$ cat src/rtl/teclado_pkg.sv
// teclado_pkg: shared types and constants for the 4x4 keypad peripheral.
//   estado_t      scan FSM states
//   KEY_MAP       hex code for each key, indexed by {row, col}
//   NEW_KEY_BIT   bit position of new_key in the read word
//   OVERRUN_BIT   bit position of overrun in the read word
//   ROWS_IDLE     synchronized row pattern with no key pulling low
//   is_single()   true when exactly one row is low
//   low_row()     index of the low row (meaningful only when is_single)
package teclado_pkg;

    typedef enum logic [1:0] {
        SCAN     = 2'd0,
        DEBOUNCE = 2'd1,
        PRESSED  = 2'd2
    } estado_t;

    // Row-major: row0 "1 2 3 A", row1 "4 5 6 B", row2 "7 8 9 C", row3 "* 0 # D"
    // with '*' reported as E and '#' as F.
    localparam logic [3:0] KEY_MAP [0:15] = '{
        4'h1, 4'h2, 4'h3, 4'hA,
        4'h4, 4'h5, 4'h6, 4'hB,
        4'h7, 4'h8, 4'h9, 4'hC,
        4'hE, 4'h0, 4'hF, 4'hD
    };

    localparam int NEW_KEY_BIT = 15;
    localparam int OVERRUN_BIT = 14;

    localparam logic [3:0] ROWS_IDLE = 4'hF;

    function automatic logic is_single(input logic [3:0] rows);
        return (rows == 4'b1110) || (rows == 4'b1101) ||
               (rows == 4'b1011) || (rows == 4'b0111);
    endfunction

    function automatic logic [1:0] low_row(input logic [3:0] rows);
        logic [1:0] idx;
        idx = 2'd0;
        case (rows)
            4'b1110: idx = 2'd0;
            4'b1101: idx = 2'd1;
            4'b1011: idx = 2'd2;
            4'b0111: idx = 2'd3;
            default: idx = 2'd0;
        endcase
        return idx;
    endfunction

endpackage

$ cat src/rtl/divisor_tick.sv
// divisor_tick: free-running prescaler, counts 0..CLK_DIV-1 and pulses
// tick_o for one cycle while the count sits at CLK_DIV-1.
//   clk_i   system clock
//   rst_i   synchronous active-low reset (count back to 0)
//   tick_o  one-cycle scan tick
module divisor_tick #(
    parameter int CLK_DIV = 1000
) (
    input  logic clk_i,
    input  logic rst_i,
    output logic tick_o
);

    localparam int CW = (CLK_DIV > 2) ? $clog2(CLK_DIV) : 1;
    localparam logic [CW-1:0] LAST = CW'(CLK_DIV - 1);

    logic [CW-1:0] cnt;

    always_ff @(posedge clk_i) begin
        if (!rst_i) begin
            cnt <= '0;
        end else if (cnt == LAST) begin
            cnt <= '0;
        end else begin
            cnt <= cnt + CW'(1);
        end
    end

    assign tick_o = (cnt == LAST);

endmodule

$ cat src/rtl/peri_teclado_4x4.sv
// peri_teclado_4x4: memory-mapped 4x4 keypad scanner with debounce and a
// read-to-clear status word.
//   clk_i         system clock
//   rst_i         synchronous active-low reset
//   rd_teclado_i  one-cycle read strobe, consumes the pending key
//   row_i         keypad rows, active-low, asynchronous
//   col_o         keypad column drive, active-low one-hot
//   d_o           {new_key, overrun, 10'b0, key_code}
//   key_valid_o   high while an accepted key is held
//
// state    | meaning
// SCAN     | rotating columns, waiting for a single low row
// DEBOUNCE | column held, counting identical single-row ticks
// PRESSED  | key accepted, counting idle ticks for release
module peri_teclado_4x4
    import teclado_pkg::*;
#(
    parameter int CLK_DIV   = 1000,
    parameter int DEB_COUNT = 4
) (
    input  logic        clk_i,
    input  logic        rst_i,
    input  logic        rd_teclado_i,
    input  logic [3:0]  row_i,
    output logic [3:0]  col_o,
    output logic [15:0] d_o,
    output logic        key_valid_o
);

    localparam logic [3:0] DEB_LIM = 4'(DEB_COUNT);

    logic       tick;
    logic [3:0] rows_m;
    logic [3:0] rows_s;

    estado_t    state, state_n;
    logic [1:0] col, col_n;
    logic [1:0] row_idx, row_n;
    logic [3:0] deb_cnt, deb_n;
    logic [3:0] rel_cnt, rel_n;
    logic       accept;

    logic       new_key;
    logic       overrun;
    logic [3:0] key_code;

    logic       single;
    logic [1:0] row_now;

    divisor_tick #(
        .CLK_DIV (CLK_DIV)
    ) u_divisor_tick (
        .clk_i  (clk_i),
        .rst_i  (rst_i),
        .tick_o (tick)
    );

    // Two-flop synchronizer; resets to the idle (all-high) pattern.
    always_ff @(posedge clk_i) begin
        if (!rst_i) begin
            rows_m <= ROWS_IDLE;
            rows_s <= ROWS_IDLE;
        end else begin
            rows_m <= row_i;
            rows_s <= rows_m;
        end
    end

    assign single  = is_single(rows_s);
    assign row_now = low_row(rows_s);

    always_ff @(posedge clk_i) begin
        if (!rst_i) begin
            state   <= SCAN;
            col     <= 2'd0;
            row_idx <= 2'd0;
            deb_cnt <= 4'd0;
            rel_cnt <= 4'd0;
        end else begin
            state   <= state_n;
            col     <= col_n;
            row_idx <= row_n;
            deb_cnt <= deb_n;
            rel_cnt <= rel_n;
        end
    end

    always_comb begin
        state_n = state;
        col_n   = col;
        row_n   = row_idx;
        deb_n   = deb_cnt;
        rel_n   = rel_cnt;
        accept  = 1'b0;
        if (tick) begin
            case (state)
                SCAN: begin
                    if (single) begin
                        row_n   = row_now;
                        deb_n   = 4'd1;
                        state_n = DEBOUNCE;
                    end else begin
                        col_n = col + 2'd1;
                    end
                end
                DEBOUNCE: begin
                    if (single && (row_now == row_idx)) begin
                        deb_n = deb_cnt + 4'd1;
                        if (deb_n == DEB_LIM) begin
                            accept  = 1'b1;
                            deb_n   = 4'd0;
                            rel_n   = 4'd0;
                            state_n = PRESSED;
                        end
                    end else begin
                        col_n   = col + 2'd1;
                        deb_n   = 4'd0;
                        state_n = SCAN;
                    end
                end
                PRESSED: begin
                    // Any non-idle pattern (including ghosts or roll-over)
                    // only restarts the release count.
                    if (rows_s == ROWS_IDLE) begin
                        rel_n = rel_cnt + 4'd1;
                        if (rel_n == DEB_LIM) begin
                            rel_n   = 4'd0;
                            col_n   = col + 2'd1;
                            state_n = SCAN;
                        end
                    end else begin
                        rel_n = 4'd0;
                    end
                end
                default: begin
                    state_n = SCAN;
                end
            endcase
        end
    end

    // Accept has priority over a same-cycle read: the read consumed the old
    // key, so the new one is pending and nothing was lost.
    always_ff @(posedge clk_i) begin
        if (!rst_i) begin
            new_key  <= 1'b0;
            overrun  <= 1'b0;
            key_code <= 4'h0;
        end else if (accept) begin
            key_code <= KEY_MAP[{row_idx, col}];
            new_key  <= 1'b1;
            overrun  <= new_key & ~rd_teclado_i;
        end else if (rd_teclado_i && new_key) begin
            new_key <= 1'b0;
            overrun <= 1'b0;
        end
    end

    always_comb begin
        d_o              = 16'h0000;
        d_o[NEW_KEY_BIT] = new_key;
        d_o[OVERRUN_BIT] = overrun;
        d_o[3:0]         = key_code;
    end

    assign col_o       = ~(4'b0001 << col);
    assign key_valid_o = (state == PRESSED);

endmodule

$ cat config.mk
export PLATFORM = sky130hd
export DESIGN_NAME = peri_teclado_4x4
export DESIGN_NICKNAME = d
export VERILOG_FILES = /design/src/rtl/teclado_pkg.sv /design/src/rtl/divisor_tick.sv /design/src/rtl/peri_teclado_4x4.sv
export SDC_FILE = /design/constraint.sdc
export NUM_CORES = 1
export LEC_CHECK = 0
export CORE_ASPECT_RATIO = 0.75
export CORE_MARGIN = 2
export CORE_UTILIZATION = 55
export CTS_CLUSTER_DIAMETER = 120
export DETAILED_ROUTE_END_ITERATION = 10
export PLACE_DENSITY = 0.76
export SKIP_LAST_GASP = 1
export SLEW_MARGIN = 5
export SYNTH_ARGS = -nofsm -noshare
export SYNTH_HDL_FRONTEND = slang
export SYNTH_SLANG_ARGS = --single-unit
$ cat constraint.sdc
create_clock -name clk_i -period 3.3 [get_ports clk_i]
set_input_delay 0.33 -clock clk_i [delete_from_list [all_inputs] [get_ports clk_i]]
set_output_delay 0.33 -clock clk_i [all_outputs]
set_load 0.01 [all_outputs]
==> metrics.yaml <==
run_status:
  status: "complete, no violations"
final_layout:
  antennaDiodeCount: 0
  nNetsFinal: 295
  final_cell_area_um2: 2550
  fillCellCount: 338
  drive_above_1_share: 0.05839
  syn_to_final_growth_pct: 12.66
pwr:
  power_density_nw_per_um2: 393.5
  ir_drop_uv: 286.3
  p_leak_nw: 1.005
global_route:
  gr-total-overflow: 0
  grt_first_pass_wirelength_um: 6879
  grt_use_total: 0.1889
  grt_pass1_vias: 1508
  grt_max_degree: 23
  antenna_found_initial: 0
placed_design:
  numPortBuffers: 17
  globalplace.congestion: 0.7918
  postPlaceCellArea_um2: 2407
  dp_hpwl_um: 2913
cts:
  clock_path_buffers: 2
  cts_hold_buf: 0
  insertion_delay_ps: 290
  cts_made_buffers: 5
  cts_tree: "yes"
  post-cts-setup-buffers: 0
  cts_root_buf: "clkbuf_8"
  clock_sinks: 38
  htreeDepth: 2
  clkSlewWorstSetupHoldPaths_ps: 70
  cts.repair.resized: 0
sta:
  rsz0062_at_grt: "false"
  fin_skew_ps: 3.611
  fin_setup_tns_ps: 0
  finalSetupViolations: 0
  hold_viol: 0
  fmax_mhz: 383.0
  finalCritPeriodShare: 0.7911
  final-max-slew-violation-count: 0
  finalCriticalPeriod_ps: 2611
  slew_headroom: 0.4974
  worst_pin_slew_ps: 751.6
route:
  drt-initial-drc-count: 80
  first_pass_iters: 4
  wl_per_cell_um: 12.13
  vias_per_cell: 5.295
  routed_wirelength_um: 3990
  route.detailed.drc: 0
  ant_nets: 0
  via_count: 1742
logic_synthesis:
  syn_area_um2: 2263
  yosysUniqueCellTypes: 55
  ys_warn_count: 0
  yosysTopAreaCell: "dfxtp_1"
  syn_avg_cell_area_um2: 8.639
  async_flop_share: 0
  syn-instance-count: 262
  synth_edf_count: 0
  synth_ff_type: "dfxtp_1"
  yosysSeqAreaShare: 0.3361
  synthTopCellsByArea: "dfxtp_1, ha_1, nand2_1"
  ys_ff_latch: 38
  synth_top_area_share: 0.3361
critical_path:
  slowest_stage: "a2111o_1"
  critical_path_class: "flip-flop to flip-flop"
  startpoint_type: "flip-flop"
  endpoint_kind: "flip-flop"
  critPathBufInv: 0
  cp.required_ps: 3490
  cp.arrival_ps: 2800
  worstPathMaxFanout: 8
  cp_slowest_stage_delay_ps: 590
  critPathTopFamily: "simple AND/OR/NAND/NOR gates"
  worstPathCellList: "ha_1 -> nand4_1 -> or4_1 -> a2111o_1 -> mux2_4 -> and3_1"
floorplanning:
  die_x_um: 78.08
  io_pins: 28
  initial_core_util: 0.5653
  core_area_um2: 4004
  placementRows: 20
  die_height_um: 59.56
  die-area_um2: 4650
run:
  drv_cap: 0
min_path:
  hp-class: "flip-flop to flip-flop"
[layer usage]
layer	vias up	GRT usage	part of all wire
met4	0	0.06767	0.0085
met2	45	0.2635	0.40
li1	919	-	-
met1	773	0.2818	0.55
met5	-	0	0
met3	5	0.04573	0.045
[state kept, by name, indices dropped and copies added (netlist names)]
| signal | count |
|---|---|
| rows_m | 4 |
| col | 2 |
| new_key | 1 |
| overrun | 1 |
| rel_cnt | 4 |
| deb_cnt | 4 |
| rows_s | 4 |
| key_code | 4 |
| u_divisor_tick.cnt | 10 |
| state | 2 |
| row_idx | 2 |
[cell usage after synthesis, drive strengths merged, types with 2 or more instances]
cell	number
o2111ai	2
xnor2	4
o22ai	2
a211oi	6
a21o	4
and4b	2
buf	14
nor2	15
and3	3
or3	2
nand3	11
a21bo	2
dfxtp	38
nor3	2
nor3b	3
inv	13
nand4	5
ha	15
nand3b	2
and2	2
nor4	2
a21boi	6
nor2b	6
a21oi	4
a311o	2
nand2	29
o21ai	5
mux2i	6
clkbuf	10
xor2	7
and3b	4
o211ai	3
nand2b	12
mux2	2
[final cells by class]
cell class                 count  area, µm²  share of cell area
clock inverter                 2      60.06             0.02355
clock buffer                   6      82.58             0.03238
tap                           55      68.82             0.02699
multi-input combinational    196       1344              0.5270
sequential                    38      760.7              0.2983
inverter                      13      48.80             0.01914
timing repair buffer          19      185.2             0.07262
[metrics by stage]
step | power [mW] | std cells | utilization | setup slack [ps] | hold slack (ps)
floorplan | 0.5257 | 271 | - | 944.0 | 386.3
global placement | 0.5298 | 321 | 0.6013 | 784.1 | 389.0
detailed placement | 0.5306 | 321 | 0.6013 | 727.3 | 394.7
CTS | 1.011 | 329 | 0.6369 | 690.7 | 412.2
global route | 1.037 | 329 | 0.6369 | 574.9 | 430.8
finish | 1.003 | 329 | 0.6369 | 689.4 | 410.6
[cells by family after synthesis]
family,after synthesis,synth area share
xor+xnor,11,0.04256
buf+inv,37,0.08513
fa+ha+maj,15,0.08292
flops,38,0.3361
other cells,1,0.001657
mux,9,0.04809
compound gates,46,0.1526
simple gates,105,0.2510
[cells in the final DEF (no fill, tap or decap), types with 6 or more instances in the layout]
cell type	instances
nand2_1	29
ha_1	15
xor2_1	7
inv_1	13
clkbuf_8	6
clkdlybuf4s50_1	17
nand2b_1	12
conb_1	10
nor2b_1	6
dfxtp_1	38
nand3_1	11
a211oi_1	6
nor2_1	15
mux2i_1	6
[power breakdown]
part | switching (mW) | internal [mW]
clock | 0.161 | 0.322
combinational | 0.0243 | 0.0212
sequential | 0.00904 | 0.466
total | 0.194 | 0.809
[final timing paths]
| check | startpoint | endpoint | slack, ps | cells after the start |
|---|---|---|---|---|
| setup / recovery | u_divisor_tick.cnt[0]$_SDFF_PP0_ | overrun$_SDFFE_PN0P_ | 690 | 6 |
| setup reg to reg | u_divisor_tick.cnt[0]$_SDFF_PP0_ | overrun$_SDFFE_PN0P_ | 690 | 6 |
| hold / removal | rows_m[3]$_SDFF_PN1_ | rows_s[3]$_SDFF_PN1_ | 410 | 1 |
| hold reg to reg | rows_m[3]$_SDFF_PN1_ | rows_s[3]$_SDFF_PN1_ | 410 | 1 |
(Power assumes the default switching activity.)
